[config.mk]
export PLATFORM = sky130hd
export DESIGN_NAME = fetch_unit
export DESIGN_NICKNAME = d
export VERILOG_FILES = /design/src/rtl/fetch_unit.sv
export SDC_FILE = /design/constraint.sdc
export NUM_CORES = 1
export LEC_CHECK = 0
export BUFFER_PORTS_ARGS = -buffer_cell sky130_fd_sc_hd__buf_4
export CORE_MARGIN = 5
export CORE_UTILIZATION = 55
export CTS_BUF_LIST = sky130_fd_sc_hd__clkbuf_2
export CTS_CLUSTER_SIZE = 14
export DETAILED_ROUTE_END_ITERATION = 7
export PLACE_DENSITY = 0.85
export SYNTH_ARGS = -nofsm -noshare
export SYNTH_HDL_FRONTEND = slang
export SYNTH_SLANG_ARGS = --single-unit
export TNS_END_PERCENT = 5
[constraint.sdc]
create_clock -name clk -period 8.25 [get_ports clk]
set_input_delay 1.65 -clock clk [delete_from_list [all_inputs] [get_ports clk]]
set_output_delay 1.65 -clock clk [all_outputs]
set_load 0.01 [all_outputs]
[src/rtl/fetch_unit.sv]
// fetch_unit: instruction-fetch stage downstream of the PC register.
// Issues word reads under a credit limit, tracks the PCs of outstanding
// requests, buffers in-order responses and hands {instr, pc} to decode.
// A redirect flushes everything and arms a counter that discards the
// responses still owed for requests issued before it.
module fetch_unit #(
    parameter int unsigned DEPTH    = 2,
    parameter logic [31:0] RESET_PC = 32'h0000_0000
) (
    input  logic        clk,
    input  logic        rst,
    input  logic [31:0] pc,
    output logic [31:0] pc_next,
    output logic        imem_req_valid,
    output logic [31:0] imem_req_addr,
    input  logic        imem_req_ready,
    input  logic        imem_resp_valid,
    input  logic [31:0] imem_resp_data,
    input  logic        redirect_valid,
    input  logic [31:0] redirect_pc,
    output logic        if_valid,
    output logic [31:0] if_instr,
    output logic [31:0] if_pc,
    input  logic        id_ready,
    output logic        misalign
);
    localparam int unsigned AW      = $clog2(DEPTH);
    localparam int unsigned CW      = AW + 1;
    localparam logic [CW:0] DEPTH_W = (CW + 1)'(DEPTH);

    // instruction buffer
    logic [31:0]   buf_pc    [DEPTH];
    logic [31:0]   buf_instr [DEPTH];
    logic [AW-1:0] buf_head;
    logic [AW-1:0] buf_tail;
    logic [CW-1:0] count;

    // PCs of requests awaiting a response
    logic [31:0]   afifo [DEPTH];
    logic [AW-1:0] af_head;
    logic [AW-1:0] af_tail;

    logic [CW-1:0] inflight;
    logic [CW-1:0] drop_cnt;
    logic          misalign_q;

    logic [CW:0]   used;
    logic          credit_ok;
    logic          fire;
    logic          resp_live;
    logic          resp_drop;
    logic          buf_push;
    logic          buf_pop;

    // credit check, handshakes and response classification
    always_comb begin
        used           = {1'b0, inflight} + {1'b0, count};
        credit_ok      = used < DEPTH_W;
        imem_req_valid = rst & ~redirect_valid & credit_ok;
        fire           = imem_req_valid & imem_req_ready;
        resp_live      = imem_resp_valid & (inflight != '0);
        resp_drop      = resp_live & (drop_cnt != '0);
        buf_push       = resp_live & (drop_cnt == '0) & ~redirect_valid & rst;
        buf_pop        = (count != '0) & id_ready & ~redirect_valid;
    end

    // next PC: reset, redirect (word aligned), sequential, or hold
    always_comb begin
        pc_next = pc;
        if (!rst)
            pc_next = RESET_PC;
        else if (redirect_valid)
            pc_next = {redirect_pc[31:2], 2'b00};
        else if (fire)
            pc_next = pc + 32'd4;
    end

    // pointers, occupancy, in-flight and drop counters, misalign flag
    always_ff @(posedge clk) begin
        if (!rst) begin
            buf_head   <= '0;
            buf_tail   <= '0;
            count      <= '0;
            af_head    <= '0;
            af_tail    <= '0;
            inflight   <= '0;
            drop_cnt   <= '0;
            misalign_q <= 1'b0;
        end else begin
            misalign_q <= redirect_valid & (|redirect_pc[1:0]);
            if (redirect_valid) begin
                buf_head <= '0;
                buf_tail <= '0;
                count    <= '0;
                af_head  <= '0;
                af_tail  <= '0;
                // every outstanding request becomes a drop, minus the
                // response arriving now (discarded along with the flush)
                inflight <= inflight - CW'(resp_live);
                drop_cnt <= inflight - CW'(resp_live);
            end else begin
                if (fire)
                    af_tail <= af_tail + AW'(1);
                if (buf_push)
                    af_head <= af_head + AW'(1);
                if (buf_push)
                    buf_tail <= buf_tail + AW'(1);
                if (buf_pop)
                    buf_head <= buf_head + AW'(1);
                count    <= count + CW'(buf_push) - CW'(buf_pop);
                inflight <= inflight + CW'(fire) - CW'(resp_live);
                if (resp_drop)
                    drop_cnt <= drop_cnt - CW'(1);
            end
        end
    end

    // storage writes: request PCs and buffered {pc, instr} pairs
    always_ff @(posedge clk) begin
        if (fire)
            afifo[af_tail] <= pc;
        if (buf_push) begin
            buf_pc[buf_tail]    <= afifo[af_head];
            buf_instr[buf_tail] <= imem_resp_data;
        end
    end

    assign imem_req_addr = pc;
    assign if_valid      = (count != '0);
    assign if_instr      = buf_instr[buf_head];
    assign if_pc         = buf_pc[buf_head];
    assign misalign      = misalign_q;

    // the credit rule keeps the buffer from ever overflowing
    assert property (@(posedge clk) disable iff (!rst)
        !(buf_push && !buf_pop && (count == CW'(DEPTH))));

endmodule
==> flow_metrics.py <==
metrics = {
    "worst_setup_path": {
        "cp-end-kind": "primary output",
        "slowest_stage": "nor4b_2",
        "startpoint_type": "input port",
        "critPathBufInv": 2,
        "crit_chain": "buf_4 > nor4b_2 > nand4_4 > or4_1 > o2111a_1 > buf_4",
        "critPathArrivalTime_ns": 4.40,
        "cp_max_fo": 31,
        "crit_required_ns": 6.60,
        "worstSetupPathType": "in2out",
        "cp_slowest_stage_delay_ns": 0.97,
        "crit_path_frequent_cell": "buf_4",
        "crit_family": "simple AND/OR/NAND/NOR gates",
    },
    "route": {
        "drtIter0Drc": 390,
        "vias_per_cell": 5.583,
        "via_count": 6091,
        "antenna_left": 0,
        "wl_per_cell_um": 19.96,
        "firstDrtPassIters": 5,
        "wirelength_mm": 21.78,
        "drc": 0,
    },
    "power": {
        "switchingPower_w": 0.0005290,
        "power.internal_w": 0.001532,
        "peakVddDrop_mv": 0.07970,
        "switching_share": 0.2566,
        "p_per_area_mw_per_mm2": 184.5,
        "p_leak_nw": 4.191,
        "clkPwrFrac": 0.300,
        "pwr-share-comb": 0.125,
        "seq_power_share": 0.575,
    },
    "grt": {
        "grt_usage": 0.2221,
        "grt_first_pass_wirelength_mm": 34.07,
        "grt_pass1_vias": 6438,
        "overflow": 0,
        "grt_antenna_before_repair": 1,
        "grt_max_degree": 65,
    },
    "place": {
        "place_congestion": 0.8482,
        "dpl_cell_area_mm2": 0.01074,
        "numPortBuffers": 232,
        "dp.final_hpwl_mm": 14.71,
        "dp.cells": 1000,
    },
    "cells_and_area": {
        "final_cell_mix": "235 x buf_4, 192 x edfxtp_1, 96 x mux2_2, 73 x clkbuf_2, 31 x nor2_1",
        "final_nets": 941,
        "postLayoutCellArea_mm2": 0.01118,
        "final_cells": 1091,
        "drive_gt1_frac": 0.4839,
        "final_common_cell": "buf_4",
        "area_growth_pct": 23.22,
    },
    "cts": {
        "root_buffer": "clkbuf_2",
        "cts-resized-gates": 0,
        "clk-insertion-delay-late_ns": 0.76,
        "ctsHoldBuffers": 0,
        "cts_sinks": 205,
        "cts_buffer_depth": 3,
        "cts.htree.levels": 2,
        "clkSlewWorstSetupHoldPaths_ns": 0.10,
        "cts_setup_buffers": 0,
        "numCtsBuffers": 49,
        "cts_tree": "done",
    },
    "synthesis": {
        "synth_async_sr_flop_share": 0,
        "synth_fa_ha_area_frac": 0.01186,
        "yosysSeqAreaShare": 0.6644,
        "synth-edff-count": 192,
        "synth-compound-area-share": 0.05656,
        "synth_top_area_cell": "edfxtp_1",
        "synth_top_family_by_area": "multiplexers",
        "avgSynthCellArea_um2": 14.77,
        "netlist_area_mm2": 0.009070,
        "synth_area_leaders": "edfxtp_1 64%, mux2_2 12%, dfxtp_1 2.9%, buf_4 2.7%, nor2_1 1.4%",
        "synthDistinctLibCells": 48,
        "synth-xor-area-share": 0.01738,
        "yosys.area_share.simple": 0.08084,
        "yosys_warnings": 0,
        "ys.flop_type": "edfxtp_1",
        "synth_cells": 614,
        "synth_seq_cells": 205,
        "syn_nets": 724,
        "synth.top_cell.area_share": 0.6357,
        "synth_mux_area_frac": 0.1203,
    },
    "sta": {
        "finalSetupTns_ns": 0,
        "fin_skew_ns": 0.04386,
        "slew_headroom": 0.2429,
        "clock.fmax_ghz": 0.1654,
        "setup_viol": 0,
        "rsz0062_at_grt": "no",
        "fin_crit_sh": 0.7328,
        "hold_viol": 0,
        "finalHoldWorstSlack_ns": 0.5262,
        "tightest_slew_ns": 1.133,
        "period_needed_ns": 6.046,
        "maxSlewViolCount": 0,
    },
    "floorplan": {
        "start_util": 0.5528,
        "core-area_mm2": 0.01641,
        "dieHeight_um": 138.4,
        "die_x_um": 138.4,
        "io_pins": 233,
        "dieArea_mm2": 0.01916,
        "rows": 47,
    },
    "outcome": {
        "status": "completed",
    },
    "min_path": {
        "min_path_type": "reg2reg",
    },
    "flow_run": {
        "drv_cap": 0,
    },
}
-- stage by stage --
stage               setup WS, ns    util  power, W
finish                     2.204  0.6812  0.002061
global route               2.022  0.6812  0.002171
CTS                        2.258  0.6810  0.002082
detailed placement         2.273  0.6545  0.001468
global placement           2.393  0.6545  0.001455
floorplan                  2.977       -  0.001346
-- logic make-up after synthesis --
| logic type | Yosys count |
|---|---|
| AO/OA/AOI/OAI | 73 |
| AND/OR/NAND/NOR | 133 |
| flip-flops | 205 |
| multiplexers | 97 |
| adder cells (fa/ha/maj) | 8 |
| buffers and inverters | 80 |
| XOR/XNOR | 18 |
-- cells in the mapped netlist (all sizes together) (10+ instances only) --
library cell  instances
edfxtp              192
mux2                 96
buf                  40
nor2                 34
clkbuf               29
o21ai                24
nand2                18
dfxtp                13
nand3                13
and3                 11
inv                  11
nand4                11
a211oi               10
xor2                 10
-- power groups by stage --
| stage | Clock, W | Sequential, W | Combinational (W) |
|---|---|---|---|
| floorplan | 0 | 0.00120 | 0.000144 |
| global placement | 0 | 0.00121 | 0.000248 |
| detailed placement | 0 | 0.00121 | 0.000258 |
| CTS | 0.000636 | 0.00119 | 0.000260 |
| global route | 0.000703 | 0.00119 | 0.000280 |
| finish | 0.000618 | 0.00118 | 0.000258 |
-- metal layers --
metal  track usage  vias up  share of wire
met1        0.2668     2953           0.38
met2        0.3859      305           0.52
met3       0.06492       41          0.087
met5             0        -              0
met4       0.07384        0          0.018
li1              -     2792              -
-- final timing paths --
path	endpoint	from	depth (start not counted)	slack, ns
min reg2reg	flip-flop	buf_head	2	0.53
min	flip-flop	buf_head	2	0.53
max reg2reg	inflight[1]	inflight[0]	12	4.53
max	pc_next[27]	rst	6	2.20
-- worst reg2reg max path: stages, from the launching register on --
cell     delay (ns)
dfxtp_1        0.35
and2_1         0.17
fa_1           0.45
nor4b_2        0.97
and2_1         0.40
inv_2          0.17
ha_1           0.31
inv_1          0.04
ha_1           0.18
xnor2_1        0.12
o21ai_0        0.21
xnor2_1        0.15
nor2_1         0.05
-- sequential cells by signal, summed over array words and instances (netlist names), named ones only --
register	flops
buf_pc	64
inflight	2
drop_cnt	2
buf_tail	1
buf_instr	64
misalign	1
af_head	1
afifo	64
count	2
buf_head	1
af_tail	1
-- layout make-up --
cell class	instances	area (um2)
Antenna cell	1	2.502
Clock buffer	73	365.4
Clock inverter	17	70.07
Fill cell	1208	5231
Inverter	11	41.29
Multi-Input combinational cell	329	2626
Sequential cell	205	6031
Tap cell	220	275.3
Timing Repair Buffer	235	1764
No activity file was read; power rests on OpenSTA's default activity.
